File: config.mk
export PLATFORM = sky130hd
export DESIGN_NAME = triangle_raster_scan_flat
export DESIGN_NICKNAME = d
export VERILOG_FILES = /design/src/rtl/triangle_raster_scan_if.sv /design/src/rtl/triangle_raster_scan.sv /design/src/flat_wrapper.sv
export SDC_FILE = /design/constraint.sdc
export NUM_CORES = 1
export LEC_CHECK = 0
export ABC_AREA = 1
export CAP_MARGIN = 30
export CORE_MARGIN = 2
export CORE_UTILIZATION = 40
export DETAILED_ROUTE_END_ITERATION = 6
export GPL_ROUTABILITY_DRIVEN = 0
export HOLD_SLACK_MARGIN = 0.1
export SKIP_CTS_REPAIR_TIMING = 1
export SLEW_MARGIN = 40
export SYNTH_ARGS = -nofsm -noshare
export SYNTH_HDL_FRONTEND = slang
export SYNTH_SLANG_ARGS = --single-unit
File: constraint.sdc
create_clock -name clk -period 3.45 [get_ports clk]
set_input_delay 0.345 -clock clk [delete_from_list [all_inputs] [get_ports clk]]
set_output_delay 0.345 -clock clk [all_outputs]
set_load 0.05 [all_outputs]
File: src/rtl/triangle_raster_scan_if.sv
// Triangle-in / pixel-out handshake bundle for triangle_raster_scan.
// master = triangle source and pixel sink, slave = the raster scanner.
interface triangle_raster_scan_if #(
   parameter int W = 12
);
   logic         tri_valid;
   logic         tri_ready;
   logic [W-1:0] ax;
   logic [W-1:0] ay;
   logic [W-1:0] bx;
   logic [W-1:0] by;
   logic [W-1:0] cx;
   logic [W-1:0] cy;
   logic         pix_valid;
   logic         pix_ready;
   logic [W-1:0] pix_x;
   logic [W-1:0] pix_y;

   modport master (
      output tri_valid, ax, ay, bx, by, cx, cy, pix_ready,
      input  tri_ready, pix_valid, pix_x, pix_y
   );

   modport slave (
      input  tri_valid, ax, ay, bx, by, cx, cy, pix_ready,
      output tri_ready, pix_valid, pix_x, pix_y
   );
endinterface

File: src/rtl/triangle_raster_scan.sv
// Bounding-box raster walker feeding a combinational point-in-triangle tester.
// Optional RASTER_PIXCOUNT_EN adds a per-triangle pix_count output.
module triangle_raster_scan #(
   parameter int W = 12
) (
   input  logic                 clk,
   input  logic                 rst_n,
   triangle_raster_scan_if.slave bus,
   output logic [W-1:0]         px,
   output logic [W-1:0]         py,
   input  logic                 in_tri,
   output logic                 busy,
   output logic                 done
`ifdef RASTER_PIXCOUNT_EN
   ,
   output logic [2*W-1:0]       pix_count
`endif
);

   typedef enum logic [2:0] {
      S_IDLE = 3'd0,
      S_BBOX = 3'd1,
      S_SCAN = 3'd2,
      S_EMIT = 3'd3,
      S_DONE = 3'd4
   } state_t;

   state_t state_r, state_nxt_s;

   logic [W-1:0] ax_r, ay_r, bx_r, by_r, cx_r, cy_r;
   logic [W-1:0] ax_nxt_s, ay_nxt_s, bx_nxt_s, by_nxt_s, cx_nxt_s, cy_nxt_s;
   logic [W-1:0] xmin_r, xmax_r, ymin_r, ymax_r;
   logic [W-1:0] xmin_nxt_s, xmax_nxt_s, ymin_nxt_s, ymax_nxt_s;
   logic [W-1:0] px_r, py_r, px_nxt_s, py_nxt_s;
   logic [W-1:0] adv_px_s, adv_py_s;
   logic [W-1:0] pix_x_r, pix_y_r, pix_x_nxt_s, pix_y_nxt_s;
   logic         pix_valid_r, pix_valid_nxt_s;
   logic         busy_r, done_r, tri_ready_r;
   logic         accept_s, last_x_s, last_y_s, last_pt_s;

   function automatic logic [W-1:0] min3(input logic [W-1:0] a, input logic [W-1:0] b,
                                         input logic [W-1:0] c);
      logic [W-1:0] m;
      m = (a < b) ? a : b;
      return (c < m) ? c : m;
   endfunction

   function automatic logic [W-1:0] max3(input logic [W-1:0] a, input logic [W-1:0] b,
                                         input logic [W-1:0] c);
      logic [W-1:0] m;
      m = (a > b) ? a : b;
      return (c > m) ? c : m;
   endfunction

   assign accept_s  = bus.tri_valid && tri_ready_r;
   // Equality compares keep a box edge at 2^W-1 from wrapping.
   assign last_x_s  = (px_r == xmax_r);
   assign last_y_s  = (py_r == ymax_r);
   assign last_pt_s = last_x_s && last_y_s;

   // Raster advance: step right, wrap to xmin on the next row, hold on the last point.
   always_comb begin
      adv_px_s = px_r;
      adv_py_s = py_r;
      if (!last_x_s) begin
         adv_px_s = px_r + W'(1);
      end else if (!last_y_s) begin
         adv_px_s = xmin_r;
         adv_py_s = py_r + W'(1);
      end else begin
         adv_px_s = px_r;
         adv_py_s = py_r;
      end
   end

   // Next-state logic.
   always_comb begin
      state_nxt_s = state_r;
      case (state_r)
         S_IDLE: state_nxt_s = accept_s ? S_BBOX : S_IDLE;
         S_BBOX: state_nxt_s = S_SCAN;
         S_SCAN: begin
            if (in_tri)         state_nxt_s = S_EMIT;
            else if (last_pt_s) state_nxt_s = S_DONE;
            else                state_nxt_s = S_SCAN;
         end
         S_EMIT: begin
            if (!bus.pix_ready) state_nxt_s = S_EMIT;
            else if (last_pt_s) state_nxt_s = S_DONE;
            else                state_nxt_s = S_SCAN;
         end
         S_DONE:  state_nxt_s = S_IDLE;
         default: state_nxt_s = S_IDLE;
      endcase
   end

   // Datapath and output next values for each state.
   always_comb begin
      ax_nxt_s = ax_r; ay_nxt_s = ay_r; bx_nxt_s = bx_r;
      by_nxt_s = by_r; cx_nxt_s = cx_r; cy_nxt_s = cy_r;
      xmin_nxt_s = xmin_r; xmax_nxt_s = xmax_r;
      ymin_nxt_s = ymin_r; ymax_nxt_s = ymax_r;
      px_nxt_s = px_r; py_nxt_s = py_r;
      pix_x_nxt_s = pix_x_r; pix_y_nxt_s = pix_y_r;
      pix_valid_nxt_s = pix_valid_r;
      case (state_r)
         S_IDLE: begin
            if (accept_s) begin
               ax_nxt_s = bus.ax; ay_nxt_s = bus.ay; bx_nxt_s = bus.bx;
               by_nxt_s = bus.by; cx_nxt_s = bus.cx; cy_nxt_s = bus.cy;
            end else begin
               ax_nxt_s = ax_r;
            end
         end
         S_BBOX: begin
            xmin_nxt_s = min3(ax_r, bx_r, cx_r);
            xmax_nxt_s = max3(ax_r, bx_r, cx_r);
            ymin_nxt_s = min3(ay_r, by_r, cy_r);
            ymax_nxt_s = max3(ay_r, by_r, cy_r);
            px_nxt_s   = min3(ax_r, bx_r, cx_r);
            py_nxt_s   = min3(ay_r, by_r, cy_r);
         end
         S_SCAN: begin
            if (in_tri) begin
               pix_x_nxt_s     = px_r;
               pix_y_nxt_s     = py_r;
               pix_valid_nxt_s = 1'b1;
            end else begin
               px_nxt_s = adv_px_s;
               py_nxt_s = adv_py_s;
            end
         end
         S_EMIT: begin
            if (bus.pix_ready) begin
               pix_valid_nxt_s = 1'b0;
               px_nxt_s        = adv_px_s;
               py_nxt_s        = adv_py_s;
            end else begin
               pix_valid_nxt_s = 1'b1;
            end
         end
         S_DONE:  pix_valid_nxt_s = 1'b0;
         default: pix_valid_nxt_s = 1'b0;
      endcase
   end

   // State and datapath registers; status flags are registered from the next state.
   always_ff @(posedge clk or negedge rst_n) begin
      if (!rst_n) begin
         state_r     <= S_IDLE;
         ax_r <= '0; ay_r <= '0; bx_r <= '0; by_r <= '0; cx_r <= '0; cy_r <= '0;
         xmin_r <= '0; xmax_r <= '0; ymin_r <= '0; ymax_r <= '0;
         px_r        <= '0;
         py_r        <= '0;
         pix_x_r     <= '0;
         pix_y_r     <= '0;
         pix_valid_r <= 1'b0;
         busy_r      <= 1'b0;
         done_r      <= 1'b0;
         tri_ready_r <= 1'b1;
      end else begin
         state_r     <= state_nxt_s;
         ax_r <= ax_nxt_s; ay_r <= ay_nxt_s; bx_r <= bx_nxt_s;
         by_r <= by_nxt_s; cx_r <= cx_nxt_s; cy_r <= cy_nxt_s;
         xmin_r <= xmin_nxt_s; xmax_r <= xmax_nxt_s;
         ymin_r <= ymin_nxt_s; ymax_r <= ymax_nxt_s;
         px_r        <= px_nxt_s;
         py_r        <= py_nxt_s;
         pix_x_r     <= pix_x_nxt_s;
         pix_y_r     <= pix_y_nxt_s;
         pix_valid_r <= pix_valid_nxt_s;
         busy_r      <= (state_nxt_s != S_IDLE);
         done_r      <= (state_nxt_s == S_DONE);
         tri_ready_r <= (state_nxt_s == S_IDLE);
      end
   end

`ifdef RASTER_PIXCOUNT_EN
   logic [2*W-1:0] pix_count_r;

   // Pixels accepted downstream for the current triangle.
   always_ff @(posedge clk or negedge rst_n) begin
      if (!rst_n) begin
         pix_count_r <= '0;
      end else if (accept_s) begin
         pix_count_r <= '0;
      end else if (pix_valid_r && bus.pix_ready) begin
         pix_count_r <= pix_count_r + (2*W)'(1);
      end else begin
         pix_count_r <= pix_count_r;
      end
   end

   assign pix_count = pix_count_r;
`endif

   assign bus.tri_ready = tri_ready_r;
   assign bus.pix_valid = pix_valid_r;
   assign bus.pix_x     = pix_x_r;
   assign bus.pix_y     = pix_y_r;
   assign px            = px_r;
   assign py            = py_r;
   assign busy          = busy_r;
   assign done          = done_r;

endmodule

File: src/flat_wrapper.sv
// flat-port wrapper written by rule: the top's interface ports become plain ports
module triangle_raster_scan_flat 
#(
   parameter int W = 12
)
  (clk, rst_n, px, py, in_tri, busy, done, bus_tri_valid, bus_ax, bus_ay, bus_bx, bus_by, bus_cx, bus_cy, bus_pix_ready, bus_tri_ready, bus_pix_valid, bus_pix_x, bus_pix_y);
  triangle_raster_scan_if #(.W(W)) bus_i ();
  input  logic clk;
  input  logic rst_n;
  output logic [W-1:0] px;
  output logic [W-1:0] py;
  input  logic in_tri;
  output logic busy;
  output logic done;
  input wire logic [$bits(bus_i.tri_valid)-1:0] bus_tri_valid;
  input wire logic [$bits(bus_i.ax)-1:0] bus_ax;
  input wire logic [$bits(bus_i.ay)-1:0] bus_ay;
  input wire logic [$bits(bus_i.bx)-1:0] bus_bx;
  input wire logic [$bits(bus_i.by)-1:0] bus_by;
  input wire logic [$bits(bus_i.cx)-1:0] bus_cx;
  input wire logic [$bits(bus_i.cy)-1:0] bus_cy;
  input wire logic [$bits(bus_i.pix_ready)-1:0] bus_pix_ready;
  output wire logic [$bits(bus_i.tri_ready)-1:0] bus_tri_ready;
  output wire logic [$bits(bus_i.pix_valid)-1:0] bus_pix_valid;
  output wire logic [$bits(bus_i.pix_x)-1:0] bus_pix_x;
  output wire logic [$bits(bus_i.pix_y)-1:0] bus_pix_y;
  assign bus_i.tri_valid = bus_tri_valid;
  assign bus_i.ax = bus_ax;
  assign bus_i.ay = bus_ay;
  assign bus_i.bx = bus_bx;
  assign bus_i.by = bus_by;
  assign bus_i.cx = bus_cx;
  assign bus_i.cy = bus_cy;
  assign bus_i.pix_ready = bus_pix_ready;
  assign bus_tri_ready = bus_i.tri_ready;
  assign bus_pix_valid = bus_i.pix_valid;
  assign bus_pix_x = bus_i.pix_x;
  assign bus_pix_y = bus_i.pix_y;
  triangle_raster_scan #(.W(W)) u_core (.clk(clk), .rst_n(rst_n), .bus(bus_i), .px(px), .py(py), .in_tri(in_tri), .busy(busy), .done(done));
endmodule
# Word-level counts from Yosys, hierarchy flattened
# Index checks and enable logic that the tools add are counted.
# W data, S select, Z words.
# word_totals
ff_bits,163
inputBits,77
out_inout_bits,52
# classes
n_addsub,2
n_lt_le_gt_ge,8
eq_ne,9
n_mux,26
bitwise,1
n_reduce_logical,11
# op_table
op,n
$mux W12,16
$pmux W12 S3,2
$gt A12 B12 Y1,4
$lt A12 B12 Y1,4
$add A12 B1 Y12 const B,2
$eq A12 B12 Y1,2
$pmux W3 S4,1
$mux W3,3
$eq A3 B2 Y1 const B,2
$logic_not A3 Y1,2
$ne A2 B2 Y1 const B,3
$reduce_and A2 Y1,3
$reduce_bool A3 Y1,2
$eq A3 B1 Y1 const B,1
$eq A3 B3 Y1 const B,1
$mux W1,3
$pmux W1 S3,1
$reduce_and A3 Y1,1
$logic_and A1 B1 Y1,2
$reduce_or A2 Y1,1
$not A1 Y1,1

# Logic depth before layout (Yosys ltp)
# logic_depth
ltp_word,6
ltp_mapped,24
mapped_depth_nobuf,22

# Least setup slack after synthesis
# OpenSTA, ideal clock, no wires.
# synth_timing
path_kind,register -> register
from,register u_core.ax_r[11]
to,register u_core.px_r[0] (netlist: u_core.px[0])
setup_time_ns,0.121
t_arrival_ns,3.085
required_ns,3.329
slack_ns,0.244
path_stages_with_launch,19
period_less_slack_ns,3.206
cell_sequence,dfrtp_1 -> ha_1 -> nand2_1 -> inv_1 -> nand2_1 -> nor2_1 -> nand2_1 -> nand3_2 -> clkbuf_1 -> nand2_1 -> o21ai_0 -> ha_1 -> a21oi_1 -> nor2_1 -> a2111oi_1 -> clkbuf_1 -> nand3_1 -> nand3_1 -> a21oi_1
# synth_between
elab_chain_cells,5
# synth_lines
item,line_no,source
"start, declared",triangle_raster_scan.sv:30,"logic [W-1:0] ax_r, ay_r, bx_r, by_r, cx_r, cy_r;"
"start signal, assigned",triangle_raster_scan.sv:163,ax_r <= ax_nxt_s; ay_r <= ay_nxt_s; bx_r <= bx_nxt_s;
$lt A12 B12 Y1,triangle_raster_scan.sv:44,m = (a < b) ? a : b;
$mux W12 *,triangle_raster_scan.sv:44,
$lt A12 B12 Y1,triangle_raster_scan.sv:45,return (c < m) ? c : m;
$mux W12 *,triangle_raster_scan.sv:45,
$pmux W12 S3 *,triangle_raster_scan.sv:106,case (state_r)
"end signal, assigned",triangle_raster_scan.sv:167,px_r <= px_nxt_s;
"end, declared",triangle_raster_scan.sv:34,"logic [W-1:0] px_r, py_r, px_nxt_s, py_nxt_s;"
# Every way passes the cells marked *; elsewhere a longest branch is shown, timed or not.
# A chain may end at the register's enable or synchronous reset.

# Worst setup path in the final report
# layout_timing
from,register u_core.ax_r[6]
to,register u_core.xmax_r[5]
# layout_between
elab_chain_cells,4
# layout_lines
item,line_no,source
$gt A12 B12 Y1,triangle_raster_scan.sv:51,m = (a > b) ? a : b;
$mux W12 *,triangle_raster_scan.sv:51,
$gt A12 B12 Y1,triangle_raster_scan.sv:52,return (c > m) ? c : m;
$mux W12 *,triangle_raster_scan.sv:52,
"end signal, assigned",triangle_raster_scan.sv:165,xmin_r <= xmin_nxt_s; xmax_r <= xmax_nxt_s;
"end, declared",triangle_raster_scan.sv:32,"logic [W-1:0] xmin_r, xmax_r, ymin_r, ymax_r;"
# Marked as above.

==> impl_metrics.toml <==
[timing]
relSlewSlack = 0.5696
clock_skew_ns = 0.01115
final-setup-viol-count = 0
achievable-frequency_ghz = 0.3048
period_share = 0.9509
worst_slew_pin_slew_ns = 0.6456
report.final.hold_viol_count = 0
fin_crit_ns = 3.280
tns_ns = 0
maxSlewViolCount = 0
grt_setup_unrepaired = "true"

[cells_and_area]
multiInputGateArea_mm2 = 0.005134
seq_area_mm2 = 0.004080
fin_nets = 1563
stdcell_area_mm2 = 0.01264
synth_to_final_area_change_pct = 28.86
fin_cells = 1751
num_antenna_cells = 0
drive_gt1_frac = 0.1149
final.fill_count = 2324

[yosys]
ys_top_cells_by_count = "294 x nand2_1, 162 x dfrtp_1, 137 x inv_1"
post_synth_num_cell_types = 39
area_share_of_the_leading_cell_type_in_the_synthesized_netlist = 0.4132
synth_top_area_cell = "dfrtp_1"
synth.yosys.seq_area_share = 0.4158
netlist_top_cells_area = "dfrtp_1 41%, nand2_1 11%, ha_1 9.2%"
postSynth.asyncResetShare = 1.000
synth_flop_cell = "dfrtp_1"
synth_area_per_cell_um2 = 7.837
total_number_of_yosys_warnings = 0
syn-cell-area_mm2 = 0.009812
syn-num-nets = 1401
postSynthCellCount = 1252
synth.most_common_cell = "nand2_1"
count_of_state_elements_after_synthesis = 163
number_of_enable_flip_flop_cells_after_synthesis = 0

[pwr]
intPower_uw = 3853
pwr-share-comb = 0.277
power_leakage_uw = 0.006478
power_switching_uw = 2115
power-per-cell-area_mw_per_mm2 = 472.0
peak_supply_drop_v = 0.0003254
clock_share_of_power = 0.336
pwr-share-seq = 0.387
p_sw_frac = 0.3544

[cts]
cts_made_buffers = 17
cts_tree = "yes"
clk_pin_slew_worst_paths_ns = 0.07
total_number_of_h_tree_levels = 4
cts-root-buf = "clkbuf_16"
worst_skew_pair.late_latency_ns = 0.43
tritoncts_num_sinks = 163
cts-root-to-sink-buffers = 2

[route]
antenna_left = 0
via_count = 8696
drt_first_iter_violations = 549
route.detailed.drc = 1
wl_per_cell_um = 14.79
via_to_cell_ratio = 4.966
postRouteWirelength_mm = 25.90
firstDrtPassIters = 7

[placed_design]
place.detailed.hpwl_mm = 19.09
detailed_place.area_mm2 = 0.01174
placed_instance_count = 1704
io_buffers = 128

[global_routing]
grt_pass1_vias = 8290
antenna_found_initial = 0
largest_net_degree_at_the_start_of_global_routing = 122
globalRoute.totalOverflow = 0
grt_pass1_wl_mm = 43.02
gr-usage-all-layers = 0.2055

[setup_path]
cp_data_arrival_time_ns = 3.58
cp-start-kind = "flop"
worst-setup-path-type = "flop to flop"
cp_max_fo = 23
required_ns = 3.75
crit_path_end_kind = "flop"

[floorplan]
rows = 57
core_area_mm2 = 0.02418
floorplan.io_pins = 129
die_outline_area_mm2 = 0.02580
floorplan.initialDensity = 0.4058
die_h_um = 160.6
chipWidth_um = 160.6

[worst_hold_path]
hold_class = "input port to asynchronous set/reset pin"

[job]
drv.max_cap_violation_count = 0

[outcome]
failed_checks = "DRC"
outcome = "complete, but fails checks"
[logic make-up after synthesis]
group	count (synthesis)	share of synthesized area
adders and majority gates	72	0.09181
muxes	26	0.02984
DFF	163	0.4158
AOI/OAI and AO/OA	251	0.1396
buffers and inverters	195	0.07791
and+or+nand+nor	517	0.2200
xor gates and xnor gates	28	0.02499
[per-layer routing]
layer / vias to the layer above / share of wire / track usage
li1: 4470 / - / -
met1: 4012 / 0.52 / 0.3171
met2: 194 / 0.42 / 0.2976
met3: 20 / 0.045 / 0.03073
met4: 0 / 0.014 / 0.05815
met5: - / 0 / 0
[power groups by stage]
stage	combinational, uW	sequential [uW]	clock [uW]
finish	1660	2310	2000
global route	1790	2340	2120
CTS	1660	2310	2050
detailed placement	1650	2350	0
global placement	1650	2340	0
floorplan	465	2890	0
[critical path: stages (launching register included)]
cell	delay [ns]
dfrtp_1	0.44
ha_4	0.29
nand4_1	0.14
nor2_2	0.17
nand2_2	0.09
nand3_4	0.12
o21ai_2	0.09
buf_6	0.15
nand2_1	0.08
o21ai_2	0.07
ha_1	0.30
inv_1	0.06
o31ai_2	0.25
nand3_1	0.12
o2111ai_2	0.08
nand2_1	0.12
buf_12	0.17
o211ai_1	0.28
o21ai_1	0.12
[through the flow]
stage               hold WS [ns]  utilization  worst slack [ns]  power, uW
floorplan                0.04941            -            0.2440       3354
global placement          0.3895       0.4857           0.03361       3990
detailed placement        0.3918       0.4857          -0.05497       4001
CTS                     -0.07088       0.5110          -0.06919       6021
global route              0.4926       0.5230          -0.04964       6254
finish                    0.4742       0.5230            0.1695       5968
[area by class of cell]
class	instances	share of cell area
sequential	163	0.3227
clock buffer	21	0.03642
multi-input combinational	894	0.4060
inverter	141	0.04186
timing repair buffer	197	0.1490
tap	324	0.03206
clock inverter	11	0.01188
[cell usage in the layout, fill, tap and decap left out, types with 5 or more instances in the layout]
cell type,count
o21ai_2,8
a21oi_1,114
nor3_1,12
clkdlybuf4s50_1,127
o211ai_1,22
xor2_1,27
buf_4,58
nor2_1,99
clkbuf_16,17
buf_12,5
nand4_1,16
buf_6,6
nand2_1,291
mux2_2,26
ha_1,68
o21ai_1,30
o21ai_0,54
nand3_1,82
dfrtp_1,162
inv_1,136
[sequential cells by signal, indices dropped and copies added, names as in the netlist, 3 cells and up]
| signal | count |
|---|---|
| u_core.by_r | 12 |
| u_core.ay_r | 12 |
| u_core.ymax_r | 12 |
| u_core.bus.pix_x | 12 |
| u_core.state_r | 3 |
| u_core.xmin_r | 12 |
| u_core.ax_r | 12 |
| u_core.cy_r | 12 |
| u_core.bx_r | 12 |
| u_core.px | 12 |
| u_core.bus.pix_y | 12 |
| u_core.cx_r | 12 |
| u_core.xmax_r | 12 |
| u_core.py | 12 |
[final timing paths]
check                      slack (ns)  depth (start not counted)                  end                start
max                              0.17                         18     u_core.xmax_r[5]       u_core.ax_r[6]
min                              0.47                          2       u_core.by_r[6]                rst_n
max reg2reg                      0.17                         18     u_core.xmax_r[5]       u_core.ax_r[6]
min reg2reg                      0.48                          2  u_core.bus.pix_y[8]  u_core.bus.pix_y[8]
max in group asynchronous        2.04                          3         u_core.px[4]                rst_n
min in group clk                 0.48                          3       u_core.bx_r[4]            bus_bx[4]
Power figures use the tool's default switching activity.
==> variant, RTL diff (same flow settings) <==
`ay_r` no longer has a reset.
--- a/src/rtl/triangle_raster_scan.sv
+++ b/src/rtl/triangle_raster_scan.sv
@@ -149,5 +149,5 @@
       if (!rst_n) begin
          state_r     <= S_IDLE;
-         ax_r <= '0; ay_r <= '0; bx_r <= '0; by_r <= '0; cx_r <= '0; cy_r <= '0;
+         ax_r <= '0; bx_r <= '0; by_r <= '0; cx_r <= '0; cy_r <= '0;
          xmin_r <= '0; xmax_r <= '0; ymin_r <= '0; ymax_r <= '0;
          px_r        <= '0;
@@ -161,5 +161,5 @@
       end else begin
          state_r     <= state_nxt_s;
-         ax_r <= ax_nxt_s; ay_r <= ay_nxt_s; bx_r <= bx_nxt_s;
+         ax_r <= ax_nxt_s; bx_r <= bx_nxt_s;
          by_r <= by_nxt_s; cx_r <= cx_nxt_s; cy_r <= cy_nxt_s;
          xmin_r <= xmin_nxt_s; xmax_r <= xmax_nxt_s;
@@ -176,4 +176,8 @@
    end
 
+   always_ff @(posedge clk) begin
+      ay_r <= ay_nxt_s;
+   end
+
 `ifdef RASTER_PIXCOUNT_EN
    logic [2*W-1:0] pix_count_r;
Function: no difference found for any inputs over 4 cycles, from zero or initial values and one cycle with rst_n low; that may be too few to reach the edited logic, so the function may still have changed.
==> variant against the unedited design <==
Combinational power increased by 20%; routed wire length increased by 2.1%; sequential share of layout area grew 0.16 points; final area rose by 1.0%; worst setup slack worse by 0.038 ns; fmax fell by 1.1%; sequential cell count unchanged; count of clock-buffer cells in the layout did not move; via count rose by 0.92%; critical endpoint is now u_core.py[8]; first-iteration DRC count increased by 9.7%; clock skew up 0.00086 ns; total power rose by 5.2%; synthesized area fell by 0.50%.
==> variant: results (changes against the unedited design) <==
Status
  • Outcome: finished, final reports clean

Global routing
  • First-pass GRT wire length: 42500 µm (-1.2%)
  • Gr usage total: 0.2041 (-0.001401)
  • Vias in the first global route: 8188 (-1.2%)
  • Largest net degree at the start of global routing: 115 (-5.7%)

Cells and area
  • Layout Cells excl Fill: 1756 (+0.29%)
  • Share of layout cells above drive strength 1: 0.1278 (+0.01287)
  • Nets: 1568 (+0.32%)

Power
  • Combinational Power Share: 0.318 (+0.041)
  • Leakage: 6.220 nW (-4.0%)
  • Pwr Total: 6.276 mW (+5.2%)
  • Worst ir drop on vdd: 358.9 µV (+10%)
  • Sw Pwr: 2.395 mW (+13%)
  • Sequential power share: 0.383 (-0.004)

Logic synthesis
  • Sequential area share after synthesis: 0.4241 (+0.008230)
  • Synth top cells by count: nand2_1, dfrtp_1, inv_1, o21ai_0, a21oi_1
  • Cell variety after synth: 44 (+13%)
  • Post-synth EDFFs: 12 (+12)
  • Post-synthesis mux area share: 0.004614 (-0.02523)
  • Synth area leaders: dfrtp_1, nand2_1, ha_1, o21ai_0, inv_1
  • Post-synth net total: 1397 (-0.29%)
  • Compound-Gate Fraction of Synth Area: 0.1446 (+0.004927)
  • Post-Synthesis Cells: 1248 (-0.32%)

Placed design
  • Placement Cell Area: 11650 µm² (-0.83%)
  • Detailed Place HPWL: 19130 µm (+0.22%)

Worst setup path
  • R2r endpoint: u_core.py[8]
  • Critical Path AT: 3.63 ns (+0.05 ns)
  • Start point of the critical path: u_core.ay_r[11]

Worst hold path
  • Hold WC Path Type: primary input to register

Detailed routing
  • WL/cell: 15.06 µm (+1.8%)
  • First drt pass iteration count: 5 (-2)
  • Vias per inst: 4.998 (+0.63%)

STA
  • Final clock skew: 0.01201 ns (+0.0008596 ns)
[variant: cell count changes after synthesis, sizes merged, moves of 4 or more]
cell,change
nand2,+101
nor2,-68
a21oi,-43
o21ai,+41
mux2,-22
nand3,-14
dfrtp,-12
edfxtp,+12
a31oi,+10
clkbuf,-5
inv,-4
o21a,-4
[variant: worst max path at each step]
stage,to,slack [ns]
finish,u_core.py[8],0.13
floorplan,u_core.py[10],0.33
global route,u_core.py[11],-0.05
CTS,u_core.ymax_r[6],0.01
detailed placement,u_core.ymax_r[6],0.04
global placement,u_core.py[9],0.07
[variant: kinds of logic after synthesis]
family	Yosys count
and+or+nand+nor	537
AOI/OAI and AO/OA	256
buffers and inverters	188
DFF	163
adders and majority gates	72
xor gates and xnor gates	28
muxes	4
[variant: critical path: stages (launching register included)]
cell and delay [ns]:
edfxtp_1 0.45, ha_4 0.31, nand2_1 0.07, inv_1 0.07, nand2_2 0.06, nor2_4 0.12
nand2_2 0.08, nand3_4 0.13, buf_12 0.13, nand2_1 0.04, o21ai_1 0.18, ha_1 0.35
nand4_1 0.16, a21oi_2 0.07, a2111oi_4 0.39, buf_4 0.21, buf_4 0.14, nand3_1 0.08
nand3_1 0.10, a21oi_1 0.06
[variant: area by class of cell]
cell class / instances / area (µm²)
Clock buffer: 21 / 491.7
Clock inverter: 11 / 90.09
Fill cell: 2377 / 11330
Inverter: 136 / 510.5
Multi-Input combinational cell: 901 / 5166
Sequential cell: 163 / 4143
Tap cell: 324 / 405.4
Timing Repair Buffer: 200 / 1968
[variant: routing by layer]
metal	vias up	global-route usage	wire length, µm
met5	-	0	0
met4	0	0.05078	303
met3	22	0.03766	1429
met2	239	0.2857	11060
met1	4038	0.3213	13650
li1	4477	-	-
